$ cat src/rtl/rom_dl_router.sv
// ROM download router: steers HPS ioctl byte writes into per-region ROM write
// strobes, captures DIP and variant bytes, tracks load completion and holds
// the game core in reset until everything it needs has been loaded.
//
// Strobe semantics: rgn_wr is a single-cycle, one-hot pulse with no
// back-pressure. It is asserted the cycle after an accepted ioctl_wr.
// rgn_addr and rgn_data are valid while rgn_wr is high and hold their value
// otherwise.
module rom_dl_router #(
  parameter int                              NUM_REGIONS   = 4,
  parameter int                              ADDR_W        = 25,
  parameter logic [NUM_REGIONS*ADDR_W-1:0]   REGION_BASE   = {25'h30000, 25'h20000, 25'h10000, 25'h0},
  parameter int                              DIP_BYTES     = 8,
  parameter int                              RESET_HOLD    = 16,
  parameter int                              WAVE_REQUIRED = 1
) (
  input  logic                     clk_sys,
  input  logic                     reset_n,
  input  logic                     ioctl_download,
  input  logic                     ioctl_wr,
  input  logic [ADDR_W-1:0]        ioctl_addr,
  input  logic [7:0]               ioctl_dout,
  input  logic [7:0]               ioctl_index,
  output logic [NUM_REGIONS-1:0]   rgn_wr,
  output logic [ADDR_W-1:0]        rgn_addr,
  output logic [7:0]               rgn_data,
  output logic [DIP_BYTES*8-1:0]   dip,
  output logic [7:0]               mod,
  output logic                     rom_done,
  output logic                     wave_done,
  output logic                     addr_err,
  output logic                     core_reset
);

  localparam logic [7:0] IDX_ROM  = 8'd0;
  localparam logic [7:0] IDX_MOD  = 8'd1;
  localparam logic [7:0] IDX_WAVE = 8'd2;
  localparam logic [7:0] IDX_DIP  = 8'd254;

  typedef enum logic [1:0] {IDLE, LOADING, HOLD, RUN} state_t;

  // state is kept as a named signal so checkers can bind to it directly
  state_t      state, state_next;
  logic [7:0]  hold_cnt, hold_cnt_next;
  logic        core_reset_next;

  logic        prev_download;
  logic [7:0]  prev_index;

  // A write in the cycle download drops is still honoured, so the window
  // covers both the current and the previous download level.
  logic active, wr_ok, rom_wr, rise, fall, rom_rise, wave_rise, ready;

  assign active    = ioctl_download | prev_download;
  assign wr_ok     = active & ioctl_wr;
  assign rom_wr    = wr_ok && (ioctl_index == IDX_ROM);
  assign rise      = ioctl_download & ~prev_download;
  assign fall      = ~ioctl_download & prev_download;
  assign rom_rise  = rise && (ioctl_index == IDX_ROM);
  assign wave_rise = rise && (ioctl_index == IDX_WAVE);
  assign ready     = rom_done & (wave_done | (WAVE_REQUIRED == 0));

  logic                sel_hit;
  logic [2:0]          sel_idx;
  logic [ADDR_W-1:0]   sel_base;

  // Region lookup: bases ascend, so the last matching entry is the highest
  // base not above the address.
  always_comb begin
    sel_hit  = 1'b0;
    sel_idx  = '0;
    sel_base = '0;
    for (int i = 0; i < NUM_REGIONS; i++) begin
      if (ioctl_addr >= REGION_BASE[i*ADDR_W +: ADDR_W]) begin
        sel_hit  = 1'b1;
        sel_idx  = 3'(i);
        sel_base = REGION_BASE[i*ADDR_W +: ADDR_W];
      end
    end
  end

  // ROM write strobe, relative address and data, one cycle after the write
  always_ff @(posedge clk_sys or negedge reset_n) begin
    if (!reset_n) begin
      rgn_wr   <= '0;
      rgn_addr <= '0;
      rgn_data <= '0;
    end else begin
      rgn_wr <= '0;
      if (rom_wr && sel_hit) begin
        rgn_wr   <= NUM_REGIONS'(1) << sel_idx;
        rgn_addr <= ioctl_addr - sel_base;
        rgn_data <= ioctl_dout;
      end
    end
  end

  // DIP and variant byte capture
  always_ff @(posedge clk_sys or negedge reset_n) begin
    if (!reset_n) begin
      dip <= '0;
      mod <= '0;
    end else begin
      if (wr_ok && (ioctl_index == IDX_DIP)) begin
        for (int b = 0; b < DIP_BYTES; b++) begin
          if (ioctl_addr == ADDR_W'(b)) dip[b*8 +: 8] <= ioctl_dout;
        end
      end
      if (wr_ok && (ioctl_index == IDX_MOD)) mod <= ioctl_dout;
    end
  end

  // Sticky completion and error flags; a dropped write wins over a clear
  always_ff @(posedge clk_sys or negedge reset_n) begin
    if (!reset_n) begin
      rom_done  <= 1'b0;
      wave_done <= 1'b0;
      addr_err  <= 1'b0;
    end else begin
      if (fall && (prev_index == IDX_ROM))       rom_done <= 1'b1;
      else if (rom_rise)                         rom_done <= 1'b0;
      if (fall && (prev_index == IDX_WAVE))      wave_done <= 1'b1;
      else if (wave_rise)                        wave_done <= 1'b0;
      if (rom_wr && !sel_hit)                    addr_err <= 1'b1;
      else if (rom_rise)                         addr_err <= 1'b0;
    end
  end

  // State, hold counter, edge-detect history and registered core reset.
  // prev_download clears to 0 so a download already high at reset release
  // is seen as a rising edge on the first clock.
  always_ff @(posedge clk_sys or negedge reset_n) begin
    if (!reset_n) begin
      state         <= IDLE;
      hold_cnt      <= '0;
      prev_download <= 1'b0;
      prev_index    <= '0;
      core_reset    <= 1'b1;
    end else begin
      state         <= state_next;
      hold_cnt      <= hold_cnt_next;
      prev_download <= ioctl_download;
      prev_index    <= ioctl_index;
      core_reset    <= core_reset_next;
    end
  end

  // Next-state logic. hold_cnt counts consecutive ready cycles, including
  // the one in which LOADING sees ready, so release always lands
  // RESET_HOLD+1 cycles after the completing download edge.
  always_comb begin
    state_next    = state;
    hold_cnt_next = hold_cnt;
    case (state)
      IDLE: ;
      LOADING: begin
        if (ready) begin
          state_next    = HOLD;
          hold_cnt_next = 8'd1;
        end
      end
      HOLD: begin
        if (!ready)                               hold_cnt_next = '0;
        else if (hold_cnt == 8'(RESET_HOLD))      state_next    = RUN;
        else                                      hold_cnt_next = hold_cnt + 8'd1;
      end
      RUN: begin
        if ((WAVE_REQUIRED != 0) && wave_rise) begin
          state_next    = HOLD;
          hold_cnt_next = '0;
        end
      end
      default: state_next = IDLE;
    endcase
    if (rom_rise) begin
      state_next    = LOADING;
      hold_cnt_next = '0;
    end
  end

  // Output logic: core held in reset everywhere except RUN
  always_comb begin
    core_reset_next = (state_next != RUN);
  end

endmodule

$ cat config.mk
export PLATFORM = sky130hd
export DESIGN_NAME = rom_dl_router
export DESIGN_NICKNAME = d
export VERILOG_FILES = /design/src/rtl/rom_dl_router.sv
export SDC_FILE = /design/constraint.sdc
export NUM_CORES = 1
export LEC_CHECK = 0
export ABC_AREA = 1
export ABC_CLOCK_PERIOD_IN_PS = 1900
export CAP_MARGIN = 20
export CORE_MARGIN = 3
export CORE_UTILIZATION = 49
export CTS_CLUSTER_DIAMETER = 100
export DETAILED_ROUTE_END_ITERATION = 12
export PLACE_DENSITY = 0.79
export SLEW_MARGIN = 20
export SYNTH_ARGS = -nofsm -noshare
export SYNTH_HDL_FRONTEND = slang
export SYNTH_SLANG_ARGS = --single-unit
$ cat constraint.sdc
create_clock -name clk_sys -period 1.9 [get_ports clk_sys]
set_clock_uncertainty 0.05 [all_clocks]
set_input_delay 0.38 -clock clk_sys [delete_from_list [all_inputs] [get_ports clk_sys]]
set_output_delay 0.38 -clock clk_sys [all_outputs]
set_load 0.1 [all_outputs]
==> results.md <==
- Across the run, the number of max-cap violations was 0.
- The total nets after synthesis is 755.
- Setup repair after global routing could not meet its margin everywhere.
- The leading cell type in the layout, fill and taps excluded is nand2_1.
- The critical path startpoint category is an input port.
- The destination of the worst register-to-register timing path is rgn_addr[22]$_DFFE_PN0P_.
- The initial antenna violation count is 0.
- The library cell used as clock root buffer is clkbuf_16.
- For the finished layout, the period the worst path requires is 1.92 ns.
- The total number of vias is 6192.
- The global placer's final weighted congestion is slightly below 1.
- Setup slack on the critical path of the routed design comes to -0.0211 ns.
- Summed over all cells, the static leakage comes to ~0.0049 µW.
- The fraction of layout instances using a drive strength above 1 is 0.282.
- In this run the worst path has a maximum fanout of 3.
- The count of distinct cell types in the synthesized netlist is 34.
- The worst hold path belongs to the class in2reg.
- The type of destination of the critical path is a flip-flop.
- For this run, asynchronously set or reset flops after synthesis account for 1.00.
- The worst hold path begins at ioctl_addr[22].
- The number of global-route vias before repair came to ~6500.
- In this run the tightest slew margin relative to its limit is 0.620.
- Counting the buffers created by CTS gives 17.
- The post-synthesis sequential area ratio is 0.558.
- The CTS H-tree depth is 4.
- The number of nets still failing antenna checks after routing is 0.
- IR analysis of the VDD net gives a maximum drop of 0.718 mV.
- In the layout the commonest cells are 248 x nand2_1, 128 x dfrtp_1, 122 x buf_12, 103 x nand3_1, 62 x buf_4.
- The power per cell area is about 740 nW/µm².
- The overall overflow remaining after global route is 0.
- The dominant register cell in the synthesized netlist is dfrtp_1.
- The die area is approximately 13000 µm².
- The first global-routing pass estimated 33100 µm of wire.
- The top-level I/O count is between 150 and 200.
- The wire length per cell is 19.6 µm.
- The floorplan step set the die width to around 120 µm.
- For this run, the total global-route usage over all layers was measured as 0.323.
- The post-synth design cell area is 5870 µm².
- The number of nets in the finished design is 978.
- The CTS tree is yes.
- The number of instances in the synthesized netlist is 705.
- The number of enable-type register cells in the synthesized netlist is 0.
- The count of input and output buffers is 156.
- The final period utilization is 1.01.
- The max-slew violation total from the final report was 0.
- The run finished, with violations left.
- The deepest clock path buffer count is 2.
- The instance count along the most critical hold path is 3.
- The share of synthesized area in the top cell type comes to 0.554.
- The worst hold-check slack is slightly below 0.3 ns.
- The required time of the worst setup path is roughly 2.2 ns.
- The final reports fail on negative setup slack.
- The die is 115 µm tall.
- Synthesis inferred 131 register bits.
- The final HPWL from detailed placement is ~14000 µm.
- The number of hold violations in the final report was 0.
- The top cell type by total area after synthesis is dfrtp_1.
- Entering global routing, the biggest net connects 52 pins.
- The core footprint is 11600 µm².
- The placed cell count is 1046.
- The worst register-to-register path begins at prev_download$_DFF_PN0_.
- The internal reg-to-reg setup slack is between 0.15 and 0.2 ns.
- The count of final setup violators is 1.
- The vias per cell is 5.71.
- The DRC marker count from the first detailed-route iteration is 705.
- The peak clock frequency supported by timing is approximately 0.52 GHz.
- Relative to the synthesized area, the layout overhead comes to 70.2%.
- Before antenna repair, the detailed router went through 7 iterations.
- The finished layout holds 1084 standard cells, fillers aside.
- At the pin with the least slew margin, the transition time is 0.568 ns.
- The clock drives 131 sinks.
- A synthesized cell averages about 8.3 µm².
- The clock latency on the worst-skew pair is 0.43 ns.
- The critical path class is in2reg.
- After detailed routing, the number of remaining DRC violations is 0.
- The number of standard-cell rows in the floorplan is 39.
- For hold timing, the worst endpoint is rgn_addr[22]$_DFFE_PN0P_.
- Data arrives at the worst endpoint at 2.17 ns.
- The path depth of the worst reg2reg path is 7.
- The initial cell density of the core is 0.508.
- The number of antenna cells inserted is 0.
- By area the synthesized netlist is led by dfrtp_1 55%, nand2_1 16%, nand3_1 9.3%.
- The clock transition time at the flip-flop clock pins of the worst setup and hold paths is 0.06 ns.
- Wires add up to 21300 µm.
- The total of warnings raised by yosys is 0.
-- metrics by stage --
stage          power, µW   util  setup WS, ns  setup TNS, ns  area (µm²)
6_report            7390  0.864       -0.0211        -0.0211       10000
5_1_grt             7580  0.864       -0.0680         -0.166       10000
4_1_cts             7340  0.861        0.0180              0        9960
3_5_place_dp        3890  0.801        -0.744         -37.18        9260
3_3_place_gp        3860  0.801        -0.636         -28.45        9260
2_1_floorplan       3410      -       -0.0982         -0.205        5890
-- what timing repair did --
item | in CTS | in global routing
hold endpoints to repair | 32 | 0
hold buffers | 1 | 0
gates resized for setup | 30 | 20
pin swaps | 12 | 10
setup buffers | 3 | 2
endpoints found under the setup margin | 39 | 26
-- worst max path at each step --
stage / from / endpoint
after floorplan: ioctl_addr[22] / rgn_addr[22]$_DFFE_PN0P_
after global placement: ioctl_addr[22] / rgn_addr[22]$_DFFE_PN0P_
after detailed placement: ioctl_addr[21] / rgn_addr[21]$_DFFE_PN0P_
after CTS: ioctl_addr[19] / rgn_addr[24]$_DFFE_PN0P_
after global routing: ioctl_addr[21] / rgn_addr[22]$_DFFE_PN0P_
final: ioctl_addr[21] / rgn_addr[22]$_DFFE_PN0P_
-- logic make-up (layout without fill, tap and decap cells) --
group,Yosys count,in the layout,synth area share
flops,131,131,0.558
simple gates,447,447,0.331
xor+xnor,6,6,0.00895
fa+ha+maj,5,5,0.0119
other cells,1,1,0.000638
compound gates,39,39,0.0354
buf+inv,76,312,0.0541
-- final cells by class --
cell class | instances | area, µm²
inverter | 51 | 191
clock buffer | 19 | 443
multi-input combinational | 498 | 2380
tap | 143 | 179
sequential | 131 | 3280
fill | 548 | 1570
clock inverter | 13 | 184
timing repair buffer | 229 | 3330
-- cells in the mapped netlist, drive strengths merged, types with 2 or more instances --
library cell and instances:
buf 12, nor2 63, xor2 2, xnor2 4
inv 51, nand3 109, ha 4, clkbuf 13
dfrtp 130, a21oi 2, nor4 2, nand2 251
nor3 8, and2 2, nand4 11, o21ai 32
-- worst max-delay path: stages --
cell and delay, ns:
buf_4 0.13, nor2_4 0.11, and2_4 0.17, o2111ai_4 0.10, o21bai_1 0.18, ha_2 0.20
fa_2 0.45, nand3_2 0.12, nor2_2 0.06, xnor2_1 0.16, o21ai_1 0.10
-- registers in the layout, indices dropped and copies added, names as in the netlist --
| register | flops |
|---|---|
| dip | 64 |
| rgn_addr | 25 |
| hold_cnt | 8 |
| mod | 8 |
| prev_index | 8 |
| rgn_data | 8 |
| rgn_wr | 4 |
| state | 2 |
| core_reset | 1 |
| prev_download | 1 |
| rom_done | 1 |
| wave_done | 1 |
-- routing by layer --
layer	GRT usage	vias up	share of wire
li1	-	2707	-
met4	0.160	0	0.043
met3	0.0940	90	0.098
met2	0.546	417	0.50
met5	0	-	0
met1	0.379	2978	0.35
-- where the power goes --
part | internal (µW) | switching (µW) | total [µW]
combinational | 349 | 596 | 945
clock | 2230 | 1280 | 3500
sequential | 2860 | 81.6 | 2940
total | 5430 | 1960 | 7390
(Power assumes the default switching activity.)
